===== src/rtl/timer_pkg.sv =====
// Shared types and constants for the 2-digit BCD countdown timer.
// State encoding is visible on the state output port.
package timer_pkg;

    typedef enum logic [1:0] {
        ST_IDLE  = 2'd0,
        ST_RUN   = 2'd1,
        ST_PAUSE = 2'd2,
        ST_DONE  = 2'd3
    } state_t;

    localparam logic [3:0] BCD_MAX = 4'd9;

    // Clamp a raw switch nibble to a legal BCD digit.
    function automatic logic [3:0] bcd_sat(input logic [3:0] d);
        return (d > BCD_MAX) ? BCD_MAX : d;
    endfunction

endpackage


===== src/rtl/bcd_down_counter2.sv =====
// Two-digit BCD down-counter with sanitised load and decrement enable.
// Zero/one flags let the controller decide on RUN -> DONE.
module bcd_down_counter2
    import timer_pkg::*;
(
    input  logic       i_clk,
    input  logic       i_rst_n,
    input  logic       i_load,
    input  logic [7:0] i_preset,
    input  logic       i_dec,
    output logic [3:0] o_tens,
    output logic [3:0] o_units,
    output logic       o_zero,
    output logic       o_one
);

    logic [3:0] r_tens;
    logic [3:0] r_units;
    logic       w_zero;

    assign w_zero = (r_tens == 4'd0) && (r_units == 4'd0);

    // Load takes priority; decrement borrows from tens and never passes 00.
    always_ff @(posedge i_clk or negedge i_rst_n) begin
        if (!i_rst_n) begin
            r_tens  <= 4'd0;
            r_units <= 4'd0;
        end else if (i_load) begin
            r_tens  <= bcd_sat(i_preset[7:4]);
            r_units <= bcd_sat(i_preset[3:0]);
        end else if (i_dec && !w_zero) begin
            if (r_units == 4'd0) begin
                r_units <= BCD_MAX;
                r_tens  <= r_tens - 4'd1;
            end else begin
                r_units <= r_units - 4'd1;
            end
        end
    end

    assign o_tens  = r_tens;
    assign o_units = r_units;
    assign o_zero  = w_zero;
    assign o_one   = (r_tens == 4'd0) && (r_units == 4'd1);

endmodule


===== src/rtl/countdown_timer_ctrl.sv =====
// Countdown timer controller: key sync, 1 Hz prescaler, IDLE/RUN/PAUSE/DONE
// sequencing and DONE blink phase around a 2-digit BCD counter.
module countdown_timer_ctrl
    import timer_pkg::*;
#(
    parameter int TICK_DIV = 50_000_000
) (
    input  logic       CLOCK_50,
    input  logic       reset,
    input  logic       key_start_n,
    input  logic       key_load_n,
    input  logic [7:0] preset,
    output logic [3:0] bcd1,
    output logic [3:0] bcd0,
    output logic [1:0] state,
    output logic       tick,
    output logic       done,
    output logic       blink
);

    localparam int PW = (TICK_DIV > 1) ? $clog2(TICK_DIV) : 1;
    localparam logic [PW-1:0] P_LAST = PW'(TICK_DIV - 1);

    logic          r_start_s1, r_start_s2, r_start_h;
    logic          r_load_s1, r_load_s2, r_load_h;
    logic [PW-1:0] r_presc;
    logic          r_blink;
    state_t        r_state;
    state_t        w_state_nxt;
    logic          w_start_ev, w_load_ev;
    logic          w_tick, w_load, w_dec;
    logic          w_zero, w_one;
    logic          w_counting;

    // Two-flop synchronizers plus a history flop for falling-edge events.
    always_ff @(posedge CLOCK_50 or negedge reset) begin
        if (!reset) begin
            r_start_s1 <= 1'b1;
            r_start_s2 <= 1'b1;
            r_start_h  <= 1'b1;
            r_load_s1  <= 1'b1;
            r_load_s2  <= 1'b1;
            r_load_h   <= 1'b1;
        end else begin
            r_start_s1 <= key_start_n;
            r_start_s2 <= r_start_s1;
            r_start_h  <= r_start_s2;
            r_load_s1  <= key_load_n;
            r_load_s2  <= r_load_s1;
            r_load_h   <= r_load_s2;
        end
    end

    assign w_start_ev = r_start_h & ~r_start_s2;
    assign w_load_ev  = r_load_h & ~r_load_s2;
    assign w_counting = (r_state == ST_RUN) || (r_state == ST_DONE);
    assign w_tick     = w_counting && (r_presc == P_LAST);

    // State register.
    always_ff @(posedge CLOCK_50 or negedge reset) begin
        if (!reset) r_state <= ST_IDLE;
        else        r_state <= w_state_nxt;
    end

    // Next state, load and decrement strobes; load wins over start.
    always_comb begin
        w_state_nxt = r_state;
        w_load      = 1'b0;
        w_dec       = 1'b0;
        case (r_state)
            ST_IDLE: begin
                if (w_load_ev)                w_load = 1'b1;
                else if (w_start_ev && !w_zero) w_state_nxt = ST_RUN;
            end
            ST_RUN: begin
                if (w_tick) begin
                    w_dec = 1'b1;
                    if (w_one)           w_state_nxt = ST_DONE;
                    else if (w_start_ev) w_state_nxt = ST_PAUSE;
                end else if (w_start_ev) begin
                    w_state_nxt = ST_PAUSE;
                end
            end
            ST_PAUSE: begin
                if (w_load_ev) begin
                    w_load      = 1'b1;
                    w_state_nxt = ST_IDLE;
                end else if (w_start_ev) begin
                    w_state_nxt = ST_RUN;
                end
            end
            ST_DONE: begin
                if (w_load_ev) begin
                    w_load      = 1'b1;
                    w_state_nxt = ST_IDLE;
                end else if (w_start_ev) begin
                    w_state_nxt = ST_IDLE;
                end
            end
            default: w_state_nxt = ST_IDLE;
        endcase
    end

    // Prescaler: free-runs in RUN/DONE, holds in PAUSE, zeroed in IDLE and on DONE entry.
    always_ff @(posedge CLOCK_50 or negedge reset) begin
        if (!reset) begin
            r_presc <= '0;
        end else if (w_state_nxt == ST_IDLE ||
                     (w_state_nxt == ST_DONE && r_state != ST_DONE)) begin
            r_presc <= '0;
        end else if (w_counting) begin
            r_presc <= w_tick ? '0 : r_presc + PW'(1);
        end
    end

    // Blink starts high on DONE entry, toggles per tick, cleared when leaving.
    always_ff @(posedge CLOCK_50 or negedge reset) begin
        if (!reset)                      r_blink <= 1'b0;
        else if (w_state_nxt != ST_DONE) r_blink <= 1'b0;
        else if (r_state != ST_DONE)     r_blink <= 1'b1;
        else if (w_tick)                 r_blink <= ~r_blink;
    end

    bcd_down_counter2 u_cnt (
        .i_clk    (CLOCK_50),
        .i_rst_n  (reset),
        .i_load   (w_load),
        .i_preset (preset),
        .i_dec    (w_dec),
        .o_tens   (bcd1),
        .o_units  (bcd0),
        .o_zero   (w_zero),
        .o_one    (w_one)
    );

    assign state = r_state;
    assign tick  = w_tick;
    assign done  = (r_state == ST_DONE);
    assign blink = r_blink & done;

endmodule


===== config.mk =====
export PLATFORM = sky130hd
export DESIGN_NAME = countdown_timer_ctrl
export DESIGN_NICKNAME = d
export VERILOG_FILES = /design/src/rtl/timer_pkg.sv /design/src/rtl/bcd_down_counter2.sv /design/src/rtl/countdown_timer_ctrl.sv
export SDC_FILE = /design/constraint.sdc
export NUM_CORES = 1
export LEC_CHECK = 0
export CAP_MARGIN = 5
export CORE_MARGIN = 5
export CORE_UTILIZATION = 61
export DETAILED_ROUTE_END_ITERATION = 16
export GPL_ROUTABILITY_DRIVEN = 0
export PLACE_DENSITY = 0.84
export SLEW_MARGIN = 20
export SYNTH_ARGS = -nofsm -noshare
export SYNTH_HDL_FRONTEND = slang
export SYNTH_SLANG_ARGS = --single-unit

===== constraint.sdc =====
create_clock -name CLOCK_50 -period 4.86 [get_ports CLOCK_50]
set_input_delay 0.972 -clock CLOCK_50 [delete_from_list [all_inputs] [get_ports CLOCK_50]]
set_output_delay 0.972 -clock CLOCK_50 [all_outputs]
set_load 0.05 [all_outputs]

==> flow_metrics.env <==
export IMPL_async_flop_share_pct=100
export IMPL_route_vias_total=2192
export IMPL_fin_skew_ns=0.00945
export IMPL_grt_usage_pct=22.8
export IMPL_yosysWarnings=0
export IMPL_pwr_share_clk_pct=27.9
export IMPL_startpoint_type="flop"
export IMPL_post_drt_via_cell_ratio=6.32
export IMPL_synth_flop_cell="dfrtp_1"
export IMPL_clk_pin_slew_ns=0.09
export IMPL_grt_pass1_vias=2103
export IMPL_yosysTopAreaCell="dfrtp_1"
export IMPL_critPathKind="reg -> out"
export IMPL_first_pass_iters=4
export IMPL_seqPwrFrac_pct=41.8
export IMPL_p_per_area_nw_per_um2=353
export IMPL_max_clock_path_buffers=2
export IMPL_syn_nets=292
export IMPL_drt_iter0_markers=197
export IMPL_placementRows=23
export IMPL_cp_cell_sequence="and4_1 > nand4_2 > or2_2 > inv_1 > clkdlybuf4s50_1"
export IMPL_dp_cells=339
export IMPL_diodes=0
export IMPL_drive_gt1_share_pct=13.5
export IMPL_maxSlewHeadroom_pct=36.0
export IMPL_ys_seq_area_share_pct=42.1
export IMPL_io_buffer_count=24
export IMPL_peakVddDrop_v=0.000320
export IMPL_critPathMaxFanout=9
export IMPL_start_util_pct=63.5
export IMPL_cap_violations=0
export IMPL_switching_power_uw=382
export IMPL_cts_tree="yes"
export IMPL_boundaryPins=25
export IMPL_core_area_um2=4060
export IMPL_grt_max_degree=44
export IMPL_postCtsResizedCells=0
export IMPL_clock_sinks=43
export IMPL_synth_most_common_cell="dfrtp_1"
export IMPL_netlist_instances=277
export IMPL_crit_path_end_kind="primary output"
export IMPL_fmax_mhz=267
export IMPL_p_comb_share_pct=30.3
export IMPL_detail_route_antenna_nets=0
export IMPL_synth_cell_type_count=56
export IMPL_tightestPinTransition_ns=0.960
export IMPL_cts_root_buf="clkbuf_8"
export IMPL_grt_ovfl_total=0
export IMPL_drc=0
export IMPL_grt_pass1_wl_um=9820
export IMPL_clk_latency_ns=0.30
export IMPL_cts_setup_buffers=0
export IMPL_antenna_found_initial=0
export IMPL_dp_slack_ns=1.46
export IMPL_rsz0062_at_grt="no"
export IMPL_dp_hpwl_um=4080
export IMPL_avgSynthCellArea_um2=9.30
export IMPL_internal_power_uw=650
export IMPL_drv_slew=0
export IMPL_cts_htree_levels=2
export IMPL_postCtsHoldBufs=0
export IMPL_cts_buffers=5
export IMPL_setup_violations=0
export IMPL_wl_um=5800
export IMPL_finalHoldViolCount=0
export IMPL_final_cells=347
export IMPL_nets=311
export IMPL_fin_ws_ns=1.12
export IMPL_synth_edf_count=0
export IMPL_ys_ff_latch=43
export IMPL_die_x_um=75.0
export IMPL_finalInstanceArea_um2=2930
export IMPL_ys_top_cells_by_count="dfrtp_1, nor2_1, nand2_1"
export IMPL_tns_ns=0
export IMPL_wl_per_cell_um=16.7
export IMPL_max_stage_delay_ns=0.80
export IMPL_placed_area_um2=2810
export IMPL_dieArea_um2=5620
export IMPL_power_total_mw=1.03
export IMPL_holdWs_ns=0.362
export IMPL_crit_required_ns=3.89
export IMPL_finish_utilization_pct=72.1
export IMPL_p_sw_share_pct=37.0
export IMPL_synth_top_area_share_pct=35.9
export IMPL_nFillCells=317
export IMPL_arrival_ns=2.77
export IMPL_status="complete, no violations"
export IMPL_synth_area_leaders="dfrtp_1, dfstp_2, nor2_1"
export IMPL_netlist_area_um2=2580
export IMPL_cpMaxStageDelayCell="clkdlybuf4s50_1"
export IMPL_min_period_ns=3.74
export IMPL_area_growth_syn_to_layout_pct=13.6
export IMPL_hold_class="reg -> reg"
export IMPL_p_leak_nw=1.15
export IMPL_post_route_period_util_pct=77.0
export IMPL_die_height_um=75.0
==> sequential cells by signal (all words and copies together) (netlist names) <==
register,flops
r_start_s1,1
r_load_s1,1
r_blink,1
r_start_s2,1
u_cnt.o_tens,4
r_start_h,1
r_load_s2,1
state,2
r_load_h,1
u_cnt.o_units,4
r_presc,26
==> worst max-delay path: cells and delay by family (launching register included) <==
| family | cells | cell delay (ns) |
|---|---|---|
| simple gates | 3 | 1.13 |
| flops | 1 | 0.47 |
| buf+inv | 2 | 0.86 |
==> cells in the final DEF, fill, tap and decap left out, types with 6 or more instances in the layout <==
master,netlist,final
nor2_1,30,30
nand4_1,9,9
clkdlybuf4s50_1,0,23
a21oi_1,17,17
nand2b_1,7,7
xor2_1,6,6
dfrtp_1,37,37
nand2_1,21,21
o21ai_0,7,7
dfstp_2,6,6
nor3_1,9,9
nand3_1,15,15
xnor2_1,11,11
inv_1,9,9
==> cell type report <==
type / count / area, um2 / share of cell area (%)
Clock buffer: 5 / 68.8 / 2.35
Clock inverter: 3 / 47.5 / 1.63
Sequential cell: 43 / 1080 / 37.0
Tap cell: 50 / 62.6 / 2.14
Multi-Input combinational cell: 212 / 1390 / 47.4
Timing Repair Buffer: 25 / 243 / 8.30
Inverter: 9 / 33.8 / 1.15
==> per-layer routing <==
metal	part of all wire (%)	global-route usage [%]	vias to the layer above
li1	-	-	1043
met1	42	29.3	1066
met2	50	39.6	69
met3	5.9	4.01	14
met4	1.8	6.52	0
met5	0	0	-
==> cell families (layout without fill, tap and decap cells) <==
| kind of cell | count (synthesis) | after routing | synth area share (%) |
|---|---|---|---|
| compound gates | 47 | 47 | 11.5 |
| xor+xnor | 17 | 17 | 5.78 |
| fa+ha+maj | 3 | 3 | 1.46 |
| buf+inv | 22 | 42 | 4.13 |
| flops | 43 | 43 | 42.1 |
| mux | 3 | 3 | 1.36 |
| simple gates | 142 | 142 | 33.7 |
==> power by group through the flow <==
stage | Combinational [mW] | Clock (mW) | Sequential, mW
after global placement | 0.306 | 0 | 0.435
after floorplan | 0.144 | 0 | 0.505
final | 0.313 | 0.287 | 0.431
after detailed placement | 0.309 | 0 | 0.437
after CTS | 0.314 | 0.291 | 0.430
after global routing | 0.336 | 0.305 | 0.438
==> final timing paths <==
| path | from | end | slack [ns] | cells after the start |
|---|---|---|---|---|
| worst max-delay path | r_presc[12] | tick | 1.12 | 5 |
| worst min-delay path | r_start_s1 | r_start_s2 | 0.36 | 0 |
| worst max register to register | u_cnt.o_tens[0] | r_presc[24] | 2.34 | 7 |
| worst min register to register | r_start_s1 | r_start_s2 | 0.36 | 0 |
| max in group asynchronous | reset | r_presc[15] | 3.45 | 1 |
| min in group asynchronous | reset | u_cnt.o_tens[0] | 0.81 | 1 |
(Power assumes the default switching activity.)
==> edit: new RTL, same settings <==
`TICK_DIV`: 50_000_000 -> 100_000_000.
--- a/src/rtl/countdown_timer_ctrl.sv
+++ b/src/rtl/countdown_timer_ctrl.sv
@@ -3,7 +3,7 @@
 module countdown_timer_ctrl
     import timer_pkg::*;
 #(
-    parameter int TICK_DIV = 50_000_000
+    parameter int TICK_DIV = 100_000_000
 ) (
     input  logic       CLOCK_50,
     input  logic       reset,
Function: same outputs for any inputs over 10 cycles, from zero or initial values and one cycle with reset low; that may be too few to reach the edited logic, so the function may still have changed.
==> edit against the unedited design <==
  * Power increased by 34%
  * Cell area decreased by 4.1%
  * Combinational power increased by 67%
  * Area after synthesis decreased by 5.8%
  * Sequential cell count increased by 1
  * Routed wire length decreased by 15%
  * Sequential share of layout area increased by 2.5 points
  * Setup slack got worse by 0.12 ns
  * Largest power group unchanged
==> edit: results (changes against the unedited design) <==
- Synthesized Nets: 268 (-8.2%)
- Clock-pin transition on the worst setup and hold timing paths: 0.08 ns
- First-pass GRT wire length: 8590 um (-13%)
- Hold Crit Class: flop to flop
- Initial antenna violation count: 0 (unchanged)
- Sequential area share after synthesis: 45.7% (+3.6 points)
- Synth unique cells: 50 (-11%)
- Total track usage: 20.7% (-2.2 points)
- Max Buffers Root-to-Sink: 2 (unchanged)
- H-tree levels: 2 (unchanged)
- Slew of the pin with the lowest slew margin: 0.952 ns (-0.00788 ns)
- Worst Clk Skew: 0.00939 ns (-0.0000615 ns)
- Resize count post-CTS: 0 (unchanged)
- Initial DRC count: 255 (+29%)
- Via count: 1927 (-12%)
- Peak supply drop: 0.000344 V (+7.5%)
- Status: completed
- N_diodes: 0 (unchanged)
- Post-DP Area: 0.00267 sq mm (-4.9%)
- Pin count of the biggest net entering global routing: 45 (+2.3%)
- Largest cells by area after synthesis: dfrtp_1, nor2_1, dfstp_2
- Drt total wl: 4910 um (-15%)
- DR pass1 iterations: 4 (unchanged)
- Worst path arrival time: 2.89 ns (+0.12 ns)
- Root buf cell: clkbuf_8
- Post-CTS Setup Bufs: 0 (unchanged)
- Final #Nets: 290 (-6.8%)
- HPWL Detailed: 3420 um (-16%)
- Layout cell share with drive strength beyond 1: 10.9% (-2.6 points)
- Max reg flops: 27 (+3.8%)
- P_leak: 0.00112 uW (-1.8%)
- Fin Setup TNS: 0 ns (unchanged)
- FFs w/ async S/R, synth: 100% (unchanged)
- Synth cell count leaders: nor2_1, dfrtp_1, xnor2_1, xor2_1, nand2_1
- Post-synth top flop: dfrtp_1
==> edit: cell count changes after synthesis, moves of 4 or more <==
| cell | before | now |
|---|---|---|
| nand3_1 | 15 | 10 |
| or3_1 | 4 | 0 |
| xor2_1 | 6 | 14 |
| o211ai_1 | 4 | 0 |
| a21oi_1 | 17 | 11 |
| nor2_1 | 30 | 44 |
| nor3_1 | 9 | 5 |
| nand2_1 | 21 | 13 |
==> edit: cell families after synthesis <==
kind of cell	synth area share, %
DFF	45.7
adders and majority gates	1.55
buffers and inverters	3.51
and+or+nand+nor	31.3
AOI/OAI and AO/OA	7.83
xor gates and xnor gates	10.1
==> edit: final cells by class <==
| cell class | count | area, sq um |
|---|---|---|
| multi-input combinational | 192 | 1230 |
| tap | 50 | 62.6 |
| sequential | 44 | 1110 |
| inverter | 8 | 31.3 |
| fill | 313 | 1140 |
| timing repair buffer | 24 | 235 |
| clock buffer | 6 | 72.6 |
| clock inverter | 2 | 60.1 |
==> edit: path summary, 6_finish.rpt <==
path | startpoint | to | slack, ns | cells past startpoint
min in group asynchronous | reset | u_cnt.o_units[0]$_DFFE_PN0P_ | 0.81 | 1
setup / recovery | r_presc[19]$_DFFE_PN0P_ | tick | 1.0 | 5
hold / removal | r_start_s1$_DFF_PN1_ | r_start_s2$_DFF_PN1_ | 0.36 | 0
max in group asynchronous | reset | r_presc[24]$_DFFE_PN0P_ | 3.44 | 1
hold reg to reg | r_start_s1$_DFF_PN1_ | r_start_s2$_DFF_PN1_ | 0.36 | 0
setup reg to reg | u_cnt.o_tens[0]$_DFFE_PN0P_ | r_presc[12]$_DFFE_PN0P_ | 2.52 | 7
==> edit: routing by layer <==
metal  global-route usage [%]  wire length [um]
met4                     9.02                84
met3                     4.96               222
met1                     29.3              2380
met2                     30.1              2220
met5                        0                 0
==> edit: worst max-delay path, cell delays in order (launching register included) <==
cell and delay (ns):
dfrtp_1 0.42, nor4bb_1 0.45, nand4_2 0.29, nand2b_1 0.43, clkinv_2 0.19, clkdlybuf4s50_1 0.82
==> edit: where the power goes <==
group / internal (uW) / switching, uW
combinational: 182 / 342
sequential: 424 / 108
clock: 205 / 124
==> edit: through the flow <==
step	cells	utilization (%)	hold slack, ns	worst slack (ns)	power (uW)
floorplan	253	-	0.345	2.24	897
detailed placement	318	67.8	0.348	1.34	1060
CTS	326	71.1	0.360	1.01	1390
global placement	318	67.8	0.346	1.42	1050
finish	326	71.1	0.358	0.998	1390
global route	326	71.1	0.368	0.793	1470
